**src/rtl/fix_msg_framer.sv**
```systemverilog
// Transmit-side FIX framer: buffers one application body, then emits
// "8=FIX.4.2|9=<len>|<body>10=<ccc>|" with BodyLength and CheckSum generated here.
//
// state       | meaning
// ------------+-----------------------------------------------------------
// S_IDLE      | waiting for first body byte (stored at addr 0)
// S_LOAD      | buffering body bytes until last or overflow
// S_HDR_BEGIN | emitting "8=FIX.4.2<SOH>"
// S_HDR_LEN   | emitting "9=", decimal body length, SOH
// S_BODY      | emitting buffered body bytes in order
// S_TRAILER   | emitting "10=", three checksum digits, SOH

module fix_msg_framer #(
    parameter int BUF_DEPTH = 256,
    parameter int AW        = 8
) (
    input  logic       clk,
    input  logic       rst,
    input  logic [7:0] body_i,
    input  logic       body_valid_i,
    input  logic       body_last_i,
    output logic       body_ready_o,
    output logic [7:0] message_o,
    output logic       send_message_valid_o,
    input  logic       fifo_ready_i,
    output logic       busy_o,
    output logic       overflow_o
);

    localparam int LW = AW + 1;

    typedef enum logic [2:0] {
        S_IDLE,
        S_LOAD,
        S_HDR_BEGIN,
        S_HDR_LEN,
        S_BODY,
        S_TRAILER
    } state_t;

    state_t          state, state_nxt;
    logic [LW-1:0]   len;
    logic [LW-1:0]   idx;
    logic [7:0]      csum;
    logic            ready_q;
    logic            ovf_q;
    logic [7:0]      mem [0:(1<<AW)-1];

    logic            accept;
    logic            xfer;
    logic            ovf_hit;
    logic            seg_done;
    logic [15:0]     len_w;
    logic [15:0]     ck_w;
    logic [1:0]      nd;
    logic [2:0]      len_last_idx;
    logic [1:0]      dpos;
    logic [7:0]      len_h, len_t, len_o;
    logic [7:0]      ck_h, ck_t, ck_o;

    function automatic logic [7:0] ascii(input logic [3:0] d);
        return 8'h30 + {4'h0, d};
    endfunction

    assign accept  = body_valid_i & ready_q;
    assign xfer    = send_message_valid_o & fifo_ready_i;
    assign ovf_hit = accept && (state == S_LOAD) && (len == LW'(BUF_DEPTH));

    assign len_w = 16'(len);
    assign ck_w  = {8'h00, csum};
    assign len_h = ascii(4'(len_w / 16'd100));
    assign len_t = ascii(4'((len_w / 16'd10) % 16'd10));
    assign len_o = ascii(4'(len_w % 16'd10));
    assign ck_h  = ascii(4'(ck_w / 16'd100));
    assign ck_t  = ascii(4'((ck_w / 16'd10) % 16'd10));
    assign ck_o  = ascii(4'(ck_w % 16'd10));

    // Length is printed without leading zeros; dpos maps the digit slot to H/T/O.
    assign nd           = (len_w >= 16'd100) ? 2'd3 : (len_w >= 16'd10) ? 2'd2 : 2'd1;
    assign len_last_idx = 3'd2 + {1'b0, nd};
    assign dpos         = idx[1:0] + 2'd1 - nd;

    always_comb begin
        state_nxt            = state;
        message_o            = 8'h00;
        send_message_valid_o = 1'b0;
        seg_done             = 1'b0;
        case (state)
            S_IDLE: begin
                if (accept) state_nxt = body_last_i ? S_HDR_BEGIN : S_LOAD;
            end
            S_LOAD: begin
                if (ovf_hit)                    state_nxt = S_IDLE;
                else if (accept && body_last_i) state_nxt = S_HDR_BEGIN;
            end
            S_HDR_BEGIN: begin
                send_message_valid_o = 1'b1;
                case (idx[3:0])
                    4'd0:    message_o = 8'h38;
                    4'd1:    message_o = 8'h3D;
                    4'd2:    message_o = 8'h46;
                    4'd3:    message_o = 8'h49;
                    4'd4:    message_o = 8'h58;
                    4'd5:    message_o = 8'h2E;
                    4'd6:    message_o = 8'h34;
                    4'd7:    message_o = 8'h2E;
                    4'd8:    message_o = 8'h32;
                    default: message_o = 8'h01;
                endcase
                seg_done = (idx == LW'(9));
                if (xfer && seg_done) state_nxt = S_HDR_LEN;
            end
            S_HDR_LEN: begin
                send_message_valid_o = 1'b1;
                seg_done = (idx == LW'(len_last_idx));
                if (idx == LW'(0))      message_o = 8'h39;
                else if (idx == LW'(1)) message_o = 8'h3D;
                else if (seg_done)      message_o = 8'h01;
                else begin
                    case (dpos)
                        2'd0:    message_o = len_h;
                        2'd1:    message_o = len_t;
                        default: message_o = len_o;
                    endcase
                end
                if (xfer && seg_done) state_nxt = S_BODY;
            end
            S_BODY: begin
                send_message_valid_o = 1'b1;
                message_o = mem[idx[AW-1:0]];
                seg_done  = (idx == len - LW'(1));
                if (xfer && seg_done) state_nxt = S_TRAILER;
            end
            S_TRAILER: begin
                send_message_valid_o = 1'b1;
                case (idx[2:0])
                    3'd0:    message_o = 8'h31;
                    3'd1:    message_o = 8'h30;
                    3'd2:    message_o = 8'h3D;
                    3'd3:    message_o = ck_h;
                    3'd4:    message_o = ck_t;
                    3'd5:    message_o = ck_o;
                    default: message_o = 8'h01;
                endcase
                seg_done = (idx == LW'(6));
                if (xfer && seg_done) state_nxt = S_IDLE;
            end
            default: state_nxt = S_IDLE;
        endcase
    end

    always_ff @(posedge clk or negedge rst) begin
        if (!rst) begin
            state   <= S_IDLE;
            len     <= '0;
            idx     <= '0;
            csum    <= 8'h00;
            ready_q <= 1'b0;
            ovf_q   <= 1'b0;
        end else begin
            state   <= state_nxt;
            ready_q <= (state_nxt == S_IDLE) || (state_nxt == S_LOAD);
            ovf_q   <= ovf_hit;
            if (state_nxt != state) idx <= '0;
            else if (xfer)          idx <= idx + LW'(1);
            if (accept && state == S_IDLE)              len <= LW'(1);
            else if (accept && state == S_LOAD && !ovf_hit) len <= len + LW'(1);
            // Trailer digits are taken from csum, so it must freeze once "10=" starts.
            if (state_nxt == S_HDR_BEGIN && state != S_HDR_BEGIN) csum <= 8'h00;
            else if (xfer && state != S_TRAILER)                  csum <= csum + message_o;
        end
    end

    always_ff @(posedge clk) begin
        if (accept && !ovf_hit)
            mem[(state == S_IDLE) ? '0 : len[AW-1:0]] <= body_i;
    end

    assign body_ready_o = ready_q;
    assign busy_o       = send_message_valid_o;
    assign overflow_o   = ovf_q;

endmodule

```
**config.mk**
```make
export PLATFORM = sky130hd
export DESIGN_NAME = fix_msg_framer
export DESIGN_NICKNAME = d
export VERILOG_FILES = /design/src/rtl/fix_msg_framer.sv
export SDC_FILE = /design/constraint.sdc
export NUM_CORES = 2
export LEC_CHECK = 0
export CORE_MARGIN = 3
export CORE_UTILIZATION = 42
export CTS_BUF_LIST = sky130_fd_sc_hd__clkbuf_4 sky130_fd_sc_hd__clkbuf_8
export CTS_CLUSTER_SIZE = 20
export DETAILED_ROUTE_END_ITERATION = 7
export REMOVE_ABC_BUFFERS = 1
export SLEW_MARGIN = 20
export SYNTH_ARGS = -nofsm -noshare
export SYNTH_HDL_FRONTEND = slang
export SYNTH_SLANG_ARGS = --single-unit
```
**constraint.sdc**
```tcl
create_clock -name clk -period 6.5 [get_ports clk]
set_input_delay 0.65 -clock clk [delete_from_list [all_inputs] [get_ports clk]]
set_output_delay 0.65 -clock clk [all_outputs]
set_load 0.1 [all_outputs]
```
==> flow_summary.yaml <==
route:
  top_layer: "met4"
  wirelength_met1_um: 93960
  vias: 45310
  wl_met2_um: 104500
  first_pass_iters: 5
  drt_wl_total_um: 222900
  drc: 0
  dr_wl_met3_um: 16930
  drt_iter0_markers: 4733
  via_per_inst: 5.850
  wl_per_cell_um: 28.78
  route.antenna.remaining_nets: 0
finish:
  area_growth_pct: 12.32
  fill_cells: 16830
  num-nets-final: 4882
  fin_area_um2: 95590
  drive_above_1_share: 0.2469
critical_path:
  critPathBufInv: 4
  path_max_fanout: 33
  cp_slowest_cell: "nor3_1"
  worstSetupEndpointType: "primary output"
  cpPeakStageDelay_ns: 0.89
  arrival_ns: 5.71
  required_ns: 5.85
  path_cells: "buf_4 > inv_4 > nand2_4 > buf_4 > o21ai_0 > o22ai_1 > nor3_1 > o32ai_1 > o22ai_1 > o311ai_0 > nand3_1 > buf_12"
  path_class: "register to primary output"
  worst_setup_path_start_kind: "register"
  cp_top_family: "simple AND/OR/NAND/NOR gates"
cts:
  clock_latency_ns: 1.04
  cts.path.max_buffers: 4
  cts-root-buf: "clkbuf_8"
  clock_sink_count: 2079
  htree_levels: 5
  clk_pin_slew_worst_paths_ns: 0.06
  cts_tree: "built"
  cts_made_buffers: 346
sta:
  worst_pin_slew_ns: 1.186
  post-route-period-util: 0.9791
  finalClockSkew_ns: 0.07005
  finalWorstSetupSlack_ns: 0.1361
  final-hold-violation-count: 0
  final-setup-viol-count: 0
  slew_viol_final: 0
  fmax_mhz: 157.1
  relSlewSlack: 0.2087
  finalCriticalPeriod_ns: 6.364
power_and_ir_drop:
  ir_drop_mv: 0.1915
  pwr_density_cell_nw_per_um2: 355.5
  power_leakage_nw: 29.33
placement:
  place_ws_ns: 0.1436
  gp_congestion: 0.8911
  dp_hpwl_um: 133300
  port_buffers: 24
  dpl-instance-area_um2: 88920
global_routing:
  grt_max_degree: 201
  grt_util_all_layers: 0.2122
  grt_pass1_vias: 45610
  antenna_found_initial: 5
  grt_remaining_overflow: 0
  grt_first_pass_wirelength_um: 324100
logic_synthesis:
  synth.top_cells.by_count: "2048 x edfxtp_1, 432 x mux4_2, 351 x nor2_1"
  syn_area_per_cell_um2: 18.45
  synth_area_leaders: "edfxtp_1 72%, mux4_2 11%, mux2i_1 2.9%, nor2_1 1.5%, a21oi_1 1.0%"
  syn_inst: 4613
  ys_warn_count: 0
  yosysMostFrequentCell: "edfxtp_1"
  syn-cell-area_um2: 85100
  synth_top_area_frac: 0.7226
  yosysSeqAreaShare: 0.7317
  synth_async_sr_flop_share: 0.01491
  synth_edf_count: 2048
  ys_ff_latch: 2079
  yosysUniqueCellTypes: 95
  yosys.area.top_type: "edfxtp_1"
  synth-main-ff-cell: "edfxtp_1"
hold_path:
  hold_class: "primary input to register"
floorplanning:
  dieArea_um2: 208100
  num_io_pins: 25
  core_area_um2: 200700
  start_util: 0.4241
  die_h_um: 456.1
  die_w_um: 456.1
  row_count: 164
job:
  maxCapViolCount: 0
status:
  status: "finished, final reports clean"
[metal layers]
metal / up-vias / track usage
li1: 19390 / -
met1: 23650 / 0.3033
met2: 1911 / 0.3290
met3: 359 / 0.03770
met4: 0 / 0.07611
met5: - / 0
[cell type report]
cell class	instances	area (um2)	share of cell area
well taps	2656	3323	0.03476
inverters	30	115.1	0.001204
diodes	5	12.51	0.0001309
flip-flops and latches	2079	62290	0.6517
repair buffers	179	1873	0.01959
multi-input cells	2207	21620	0.2262
clock buffers	459	5679	0.05941
clock inverters	129	671.9	0.007029
[cells in the final DEF (no fill, tap or decap), drive strengths merged, types with 25 or more instances in the layout]
master  Yosys  routed
edfxtp   2048    2048
mux2       67      67
ha         25      25
nor3       77      77
a21oi     175     175
nor2      351     351
o221ai     69      69
nand3      57      57
o21ai     137     137
dfrtp      31      31
o22ai      82      82
nand2     102     102
mux4      432     432
inv        28      29
clkbuf    159     464
mux2i     249     249
clkinv      2     120
buf       138     165
[where the power goes]
| group | switching [mW] | internal, mW |
|---|---|---|
| clock network | 5.04 | 5.83 |
| logic | 5.05 | 3.14 |
| registers | 0.111 | 14.8 |
[registers in the layout (all words and copies together), names as in the netlist]
| register | cells |
|---|---|
| len | 9 |
| mem | 2048 |
| state | 3 |
| body_ready_o | 1 |
| idx | 9 |
| overflow_o | 1 |
| csum | 8 |
[cell families (layout without fill, tap and decap cells)]
| family | Yosys count | after routing | share of synthesized area |
|---|---|---|---|
| compound gates | 640 | 640 | 0.04877 |
| xor+xnor | 43 | 43 | 0.004514 |
| fa+ha+maj | 27 | 27 | 0.004028 |
| buf+inv | 327 | 797 | 0.01683 |
| flops | 2079 | 2079 | 0.7317 |
| mux | 748 | 748 | 0.1525 |
| other cells | 0 | 5 | 0 |
| simple gates | 749 | 749 | 0.04164 |
[through the flow]
| stage | hold WS, ns | cells | TNS [ns] | utilization | total power, mW |
|---|---|---|---|---|---|
| 3_3_place_gp | 0.6179 | 7138 | 0 | 0.4430 | 23.21 |
| 4_1_cts | 0.02066 | 7730 | 0 | 0.4752 | 34.13 |
| 3_5_place_dp | 0.6329 | 7138 | 0 | 0.4431 | 23.24 |
| 2_1_floorplan | 0.3544 | 4316 | -572.26 | - | 21.08 |
| 5_1_grt | 0.02155 | 7742 | -0.05892 | 0.4763 | 35.26 |
| 6_report | 0.08586 | 7744 | 0 | 0.4763 | 33.98 |
[worst paths after layout]
check | slack, ns | end | start | cells past startpoint
setup / recovery | 0.14 | message_o[5] | idx[2]$_DFFE_PN0P_ | 12
hold / removal | 0.09 | mem[154][4]$_DFFE_PP_ | body_i[4] | 1
setup reg to reg | 0.37 | csum[7]$_DFFE_PN0P_ | idx[0]$_DFFE_PN0P_ | 21
hold reg to reg | 0.65 | csum[0]$_DFFE_PN0P_ | csum[0]$_DFFE_PN0P_ | 2
max in group asynchronous | 5.49 | idx[4]$_DFFE_PN0P_ | rst | 2
min in group asynchronous | 0.33 | idx[1]$_DFFE_PN0P_ | rst | 2
[timing repair]
item	in CTS	in global routing
setup endpoints to repair	4	5
buffers inserted	2	8
hold endpoints to repair	36	0
gates resized for setup	13	25
pin swaps	2	8
hold buffers	2	0
No activity file was read; power rests on OpenSTA's default activity.
